**src/rtl/aes_byte_serializer_if.sv**
```systemverilog
// Handshake bundle for the AES byte serializer: block-wide input side and
// byte-wide output side, plus status.
interface aes_byte_serializer_if #(
  parameter int unsigned BLOCK_W = 128,
  parameter int unsigned BYTE_W  = 8,
  parameter int unsigned IDX_W   = $clog2(BLOCK_W / BYTE_W)
);
  logic [BLOCK_W-1:0] in_block;
  logic               in_valid;
  logic               in_ready;
  logic [BYTE_W-1:0]  out_byte;
  logic               out_valid;
  logic               out_ready;
  logic               out_first;
  logic               out_last;
  logic [IDX_W-1:0]   out_idx;
  logic               busy;

  // Block producer / byte consumer side
  modport master (
    output in_block,
    output in_valid,
    input  in_ready,
    input  out_byte,
    input  out_valid,
    output out_ready,
    input  out_first,
    input  out_last,
    input  out_idx,
    input  busy
  );

  // Serializer side
  modport slave (
    input  in_block,
    input  in_valid,
    output in_ready,
    output out_byte,
    output out_valid,
    input  out_ready,
    output out_first,
    output out_last,
    output out_idx,
    output busy
  );
endinterface

```
**src/rtl/aes_byte_serializer.sv**
```systemverilog
// Byte-serial transmitter for 128-bit AES blocks. Accepts a whole block and
// emits it MSB byte first. A single pending buffer lets the next block be
// taken while the current one streams, so consecutive blocks have no gap.
module aes_byte_serializer #(
  parameter int unsigned BLOCK_W = 128,
  parameter int unsigned BYTE_W  = 8
) (
  input logic                  clk,
  input logic                  rst,
  aes_byte_serializer_if.slave bus
);

  localparam int unsigned NBYTES = BLOCK_W / BYTE_W;
  localparam int unsigned IDX_W  = $clog2(NBYTES);
  localparam logic [IDX_W-1:0] LastIdx = IDX_W'(NBYTES - 1);

  typedef enum logic [0:0] {StIdle, StSend} state_e;

  state_e             state_q, state_d;
  logic [BLOCK_W-1:0] shift_q, shift_d;
  logic [BLOCK_W-1:0] pend_q, pend_d;
  logic [IDX_W-1:0]   idx_q, idx_d;
  logic               pend_full_q, pend_full_d;

  logic send;
  logic in_ready;
  logic accept;
  logic xfer;
  logic last_xfer;

  assign send      = (state_q == StSend);
  assign in_ready  = !rst && !pend_full_q;
  assign accept    = bus.in_valid && in_ready;
  assign xfer      = send && bus.out_ready;
  assign last_xfer = xfer && (idx_q == LastIdx);

  // Outputs are forced to zero outside SEND so reset clears them at once
  assign bus.in_ready  = in_ready;
  assign bus.out_valid = send;
  assign bus.out_byte  = send ? shift_q[BLOCK_W-1 -: BYTE_W] : '0;
  assign bus.out_idx   = send ? idx_q : '0;
  assign bus.out_first = send && (idx_q == '0);
  assign bus.out_last  = send && (idx_q == LastIdx);
  assign bus.busy      = send || pend_full_q;

  // Next-state: load, shift, pending-buffer refill and bypass
  always_comb begin
    state_d     = state_q;
    shift_d     = shift_q;
    pend_d      = pend_q;
    idx_d       = idx_q;
    pend_full_d = pend_full_q;

    unique case (state_q)
      StIdle: begin
        if (accept) begin
          shift_d = bus.in_block;
          idx_d   = '0;
          state_d = StSend;
        end
      end
      StSend: begin
        // An accept on the last beat bypasses the pending buffer
        if (accept && !last_xfer) begin
          pend_d      = bus.in_block;
          pend_full_d = 1'b1;
        end
        if (xfer) begin
          if (!last_xfer) begin
            shift_d = shift_q << BYTE_W;
            idx_d   = idx_q + IDX_W'(1);
          end else if (pend_full_q) begin
            shift_d     = pend_q;
            pend_full_d = 1'b0;
            idx_d       = '0;
          end else if (accept) begin
            shift_d = bus.in_block;
            idx_d   = '0;
          end else begin
            idx_d   = '0;
            state_d = StIdle;
          end
        end
      end
      default: state_d = StIdle;
    endcase
  end

  // State register with asynchronous reset
  always_ff @(posedge clk or posedge rst) begin
    if (rst) begin
      state_q     <= StIdle;
      shift_q     <= '0;
      pend_q      <= '0;
      idx_q       <= '0;
      pend_full_q <= 1'b0;
    end else begin
      state_q     <= state_d;
      shift_q     <= shift_d;
      pend_q      <= pend_d;
      idx_q       <= idx_d;
      pend_full_q <= pend_full_d;
    end
  end

endmodule
```
**src/flat_wrapper.sv**
```systemverilog
// flat-port wrapper written by rule: the top's interface ports become plain ports
module aes_byte_serializer_flat 
#(
  parameter int unsigned BLOCK_W = 128,
  parameter int unsigned BYTE_W  = 8
)
  (clk, rst, bus_in_block, bus_in_valid, bus_in_ready, bus_out_byte, bus_out_valid, bus_out_ready, bus_out_first, bus_out_last, bus_out_idx, bus_busy);
  aes_byte_serializer_if #(.BLOCK_W(BLOCK_W), .BYTE_W(BYTE_W)) bus_i ();
  input logic clk;
  input logic rst;
  input wire logic [$bits(bus_i.in_block)-1:0] bus_in_block;
  input wire logic [$bits(bus_i.in_valid)-1:0] bus_in_valid;
  output wire logic [$bits(bus_i.in_ready)-1:0] bus_in_ready;
  output wire logic [$bits(bus_i.out_byte)-1:0] bus_out_byte;
  output wire logic [$bits(bus_i.out_valid)-1:0] bus_out_valid;
  input wire logic [$bits(bus_i.out_ready)-1:0] bus_out_ready;
  output wire logic [$bits(bus_i.out_first)-1:0] bus_out_first;
  output wire logic [$bits(bus_i.out_last)-1:0] bus_out_last;
  output wire logic [$bits(bus_i.out_idx)-1:0] bus_out_idx;
  output wire logic [$bits(bus_i.busy)-1:0] bus_busy;
  assign bus_i.in_block = bus_in_block;
  assign bus_i.in_valid = bus_in_valid;
  assign bus_in_ready = bus_i.in_ready;
  assign bus_out_byte = bus_i.out_byte;
  assign bus_out_valid = bus_i.out_valid;
  assign bus_i.out_ready = bus_out_ready;
  assign bus_out_first = bus_i.out_first;
  assign bus_out_last = bus_i.out_last;
  assign bus_out_idx = bus_i.out_idx;
  assign bus_busy = bus_i.busy;
  aes_byte_serializer #(.BLOCK_W(BLOCK_W), .BYTE_W(BYTE_W)) u_core (.clk(clk), .rst(rst), .bus(bus_i));
endmodule
```
**config.mk**
```make
export PLATFORM = sky130hd
export DESIGN_NAME = aes_byte_serializer_flat
export DESIGN_NICKNAME = d
export VERILOG_FILES = /design/src/rtl/aes_byte_serializer_if.sv /design/src/rtl/aes_byte_serializer.sv /design/src/flat_wrapper.sv
export SDC_FILE = /design/constraint.sdc
export NUM_CORES = 1
export LEC_CHECK = 0
export CAP_MARGIN = 10
export CORE_MARGIN = 2
export CORE_UTILIZATION = 55
export CTS_CLUSTER_DIAMETER = 30
export DETAILED_ROUTE_END_ITERATION = 10
export PLACE_DENSITY = 0.87
export SETUP_SLACK_MARGIN = 0.15
export SLEW_MARGIN = 0
export SYNTH_ARGS = -nofsm -noshare
export SYNTH_HDL_FRONTEND = slang
export SYNTH_SLANG_ARGS = --single-unit
```
**constraint.sdc**
```tcl
create_clock -name clk -period 12.6 [get_ports clk]
set_clock_uncertainty 0.2 [all_clocks]
set_input_delay 3.15 -clock clk [delete_from_list [all_inputs] [get_ports clk]]
set_output_delay 3.15 -clock clk [all_outputs]
set_load 0.01 [all_outputs]
```
# Word level (Yosys, flattened, before mapping)
# Cells that the tools add are included.
[word_totals]
elab_cells = 44
ramBits = 0
ff_bits = 262
mem_count = 0
out_inout_bits = 17
romBits = 0
latchBits = 0
[op_classes]
n_lt_le_gt_ge = 0
n_reduce_logical = 14
muxes = 20
shifts = 0
add_sub_neg = 1
n_eq_ne = 3
multipliers = 0
div = 0
bitwise = 1
[op_table]
columns = ["operator", "n"]
rows = [
  ["$mux 128", 4],
  ["$pmux 128 s2", 1],
  ["$mux 4", 4],
  ["$mux 1", 8],
  ["$mux 8", 1],
  ["$pmux 4 s2", 1],
  ["$logic_and 1x1->1", 7],
  ["$add 4x1->4 const B", 1],
  ["$eq 4x4->1 const B", 1],
  ["$logic_not 4->1", 1],
  ["$reduce_and 2->1", 2],
  ["$logic_not 1->1", 3],
  ["$ne 2x1->1 const B", 1],
  ["$ne 2x2->1 const B", 1],
  ["$pmux 1 s2", 1],
  ["$logic_or 1x1->1", 1],
  ["$not 1->1", 1],
]

# Longest topological paths before layout
[logic_depth]
depth_word = 8
ltp_mapped = 8
depth_no_buf = 5

# Worst setup path before layout
# No wires, ideal clock.
[synth_path]
path_kind = "input to output"
startpoint = "in rst"
endpoint = "out bus_in_ready"
slack_ns = 5.931
stages = 1
arrival_ns = 3.319
cell_sequence = "nor2_1"
[synth_via]
elab_chain_len = 2
[synth_rtl]
columns = ["element", "line", "text"]
rows = [
  ["start: declaration", "flat_wrapper.sv:10", "input logic rst;"],
  ["$logic_not 1->1", "aes_byte_serializer.sv:32", "assign in_ready = !rst && !pend_full_q;"],
  ["$logic_and 1x1->1", "aes_byte_serializer.sv:32", ""],
  ["end: declaration", "flat_wrapper.sv:13", "output wire logic [$bits(bus_i.in_ready)-1:0] bus_in_ready;"],
]
# No other way between the ends.

# Worst setup path in the final report
# Ends and elaborated chain as after synthesis.

==> qor.txt <==
R2R cell count: 5
Combinational Power Share: 0.282
Psw: 1.43 mW
synth warn: 0
Critical Path Sink Type: primary output
Avg Cell Area, Syn: 10.5 sq um
Post-DP HPWL: 23700 um
Pre-antenna DRT Iters: 6
syn_nets: 1570
GP Congestion: 0.787
Root Buffer: clkbuf_16
worst slack at placement: 4730 ps
CP Class: input port to primary output
first-pass GRT wire length: 71000 um
Startpoint Class: input port
CTS tree: built
final wirelength: 43600 um
leakage power: 7.32 nW
clk sinks: 262
Hold Crit Class: flop to flop
Seq pwr share: 0.360
H-Tree Depth: 2
synth-to-layout area growth: 22.7%
post-route cell area: 0.0185 sq mm
Core Area: 0.0270 sq mm
CP top delay family: buffers and inverters
Setup Fix Bufs, Post-CTS: 0
CTS Hold Buffers Added: 0
most frequent cells in the layout: 260 x dfrtp_1, 164 x nor3b_1, 152 x o21ai_0, 148 x clkdlybuf4s50_1, 120 x a2111oi_0
vias in the first global route: 13600
Synth top area share: 0.435
total CTS buffers: 58
Bufs on Longest Clock Path: 3
Worst path depth: 3
final hold vios: 0
Arrival @ worst endpoint: 4520 ps
leading area contributor after synthesis: dfrtp_1
most common cell after layout, fill and taps aside: dfrtp_1
# fillers: 1912
clock network fraction of total power: 0.357
total of max-cap violations: 0
Post-DP Area: 0.0164 sq mm
Sw Ratio: 0.327
worst hold slack: 295 ps
number of placed I/O pins: 149
crit-path most repeated cell: clkdlybuf4s50_1
Hold Path Stages: 1
Critical path buffers and inverters: 2
flops & latches, synth: 262
mapped cell area: 0.0151 sq mm
die height: 169 um
Fmax: 127 MHz
sequential area share after synthesis: 0.435
final net count: 1636
GRT overflow: 0
post-cts resize count: 0
prevailing post-synth register cell: dfrtp_1
DIE AREA: 0.0287 sq mm
CTS clk-pin slew, worst paths: 50 ps
Min Clock Period, post-route: 7870 ps
Post-Synthesis Cells: 1436
Skew-Pair Late Insertion Delay: 560 ps
Slew Limit Fails: 0
Via density: 6.94
Routed WL per cell: 23.0 um
relative slew slack: 0.154
Tcrit/Tclk final: 0.625
RSZ-0062 raised after global routing: no
initial drt markers: 1773
Pwr Density: 237 mW/mm^2
# DRC: 0
P_int: 2.95 mW
Max stage delay cell, worst path: clkdlybuf4s50_1
EDFF count, synth: 0
area of the multi-input gates: 0.00781 sq mm
GR Util All Layers: 0.302
CP Max Fanout: 6
Total Power: 4.38 mW
Reg area: 0.00656 sq mm
status: finished, final reports clean
final setup margin: 4730 ps
Distinct cells, synth: 38
die extent in x: 169 um
Port Buffers: 148
Worst VDD drop: 0.141 mV
vias: 13100
pin count of the biggest net entering global routing: 123
synth top area cells: dfrtp_1 44%, mux2_4 10%, nor3b_1 8.2%
Setup Viol. Count Final: 0
Synth async-reset ratio: 1.00
Final ANT Viol Nets: 0
Critical Path RT: 9250 ps
Starting Density: 0.559
share of layout cells above drive strength 1: 0.164
max incr delay on CP: 640 ps
sum of negative setup slack: 0 ps
row count: 60
initial antenna violation count: 2
crit path cell chain: clkdlybuf4s50_1 > nor2_1 > clkdlybuf4s50_1
slew of the pin with the lowest slew margin: 1270 ps
-- Yosys cell counts (3+ instances only) --
cell	number
a2111oi_0	120
a21oi_1	79
a22oi_1	44
and2_1	90
buf_2	33
buf_6	14
clkbuf_1	107
dfrtp_1	262
inv_1	3
mux2_1	20
mux2_2	9
mux2_4	100
mux2i_1	8
nand2_1	80
nor2_1	3
nor2b_1	10
nor3b_1	164
o21ai_0	152
o21ai_1	14
o221a_2	8
o221ai_1	84
o22a_1	8
-- worst reg2reg max path, cell delays in order (launching register included) --
cell	delay (ps)
dfrtp_4	690
nor3b_4	250
buf_4	680
nand2_8	800
buf_4	680
mux2_1	480
-- flip-flops by register name, summed over array words and instances, names as in the netlist --
register and count:
u_core.bus.out_valid 1, u_core.idx_q 4, u_core.pend_full_q 1, u_core.pend_q 128, u_core.shift_q 128
-- power groups by stage --
stage / logic, mW / registers (mW) / clock network [mW]
floorplan: 0.985 / 1.43 / 0
detailed placement: 1.21 / 1.55 / 0
finish: 1.24 / 1.58 / 1.56
global placement: 1.16 / 1.52 / 0
CTS: 1.23 / 1.56 / 1.57
global route: 1.35 / 1.62 / 1.62
-- cell type report --
class / count / share of cell area
multi-input cells: 1013 / 0.423
flip-flops and latches: 262 / 0.355
repair buffers: 164 / 0.0867
clock buffers: 69 / 0.0858
clock inverters: 40 / 0.0249
well taps: 341 / 0.0231
inverters: 3 / 0.00102
diodes: 1 / 0.000135
-- path summary, 6_finish.rpt --
check                      slack (ps)                    to                from
setup / recovery                 4730          bus_in_ready                 rst
hold / removal                    300      u_core.pend_q[1]    u_core.pend_q[1]
setup reg to reg                 8690      u_core.pend_q[6]  u_core.pend_full_q
hold reg to reg                   300      u_core.pend_q[1]    u_core.pend_q[1]
max in group asynchronous        7290  u_core.bus.out_valid                 rst
min in group asynchronous        3230    u_core.shift_q[41]                 rst
-- cell families (layout without fill, tap and decap cells) --
group / Yosys count / count (layout) / synth area share
AO/OA/AOI/OAI: 514 / 514 / 0.235
AND/OR/NAND/NOR: 360 / 360 / 0.150
flip-flops: 262 / 262 / 0.435
buffers and inverters: 161 / 276 / 0.0504
multiplexers: 137 / 137 / 0.127
adder cells (fa/ha/maj): 2 / 2 / 0.00166
other: 0 / 1 / 0
-- stage by stage --
step                utilization  cells
floorplan                     -   1436
global placement          0.609   1783
detailed placement        0.609   1783
CTS                       0.685   1892
global route              0.685   1893
finish                    0.685   1893
-- metal layers --
layer  up-vias  track usage  part of all wire
li1       5690            -                 -
met1      6610        0.413              0.42
met2       722        0.483              0.47
met3       113       0.0539             0.082
met4         2        0.116             0.027
met5         -            0           0.00028
Note: power is estimated with default switching activity, not from simulation.
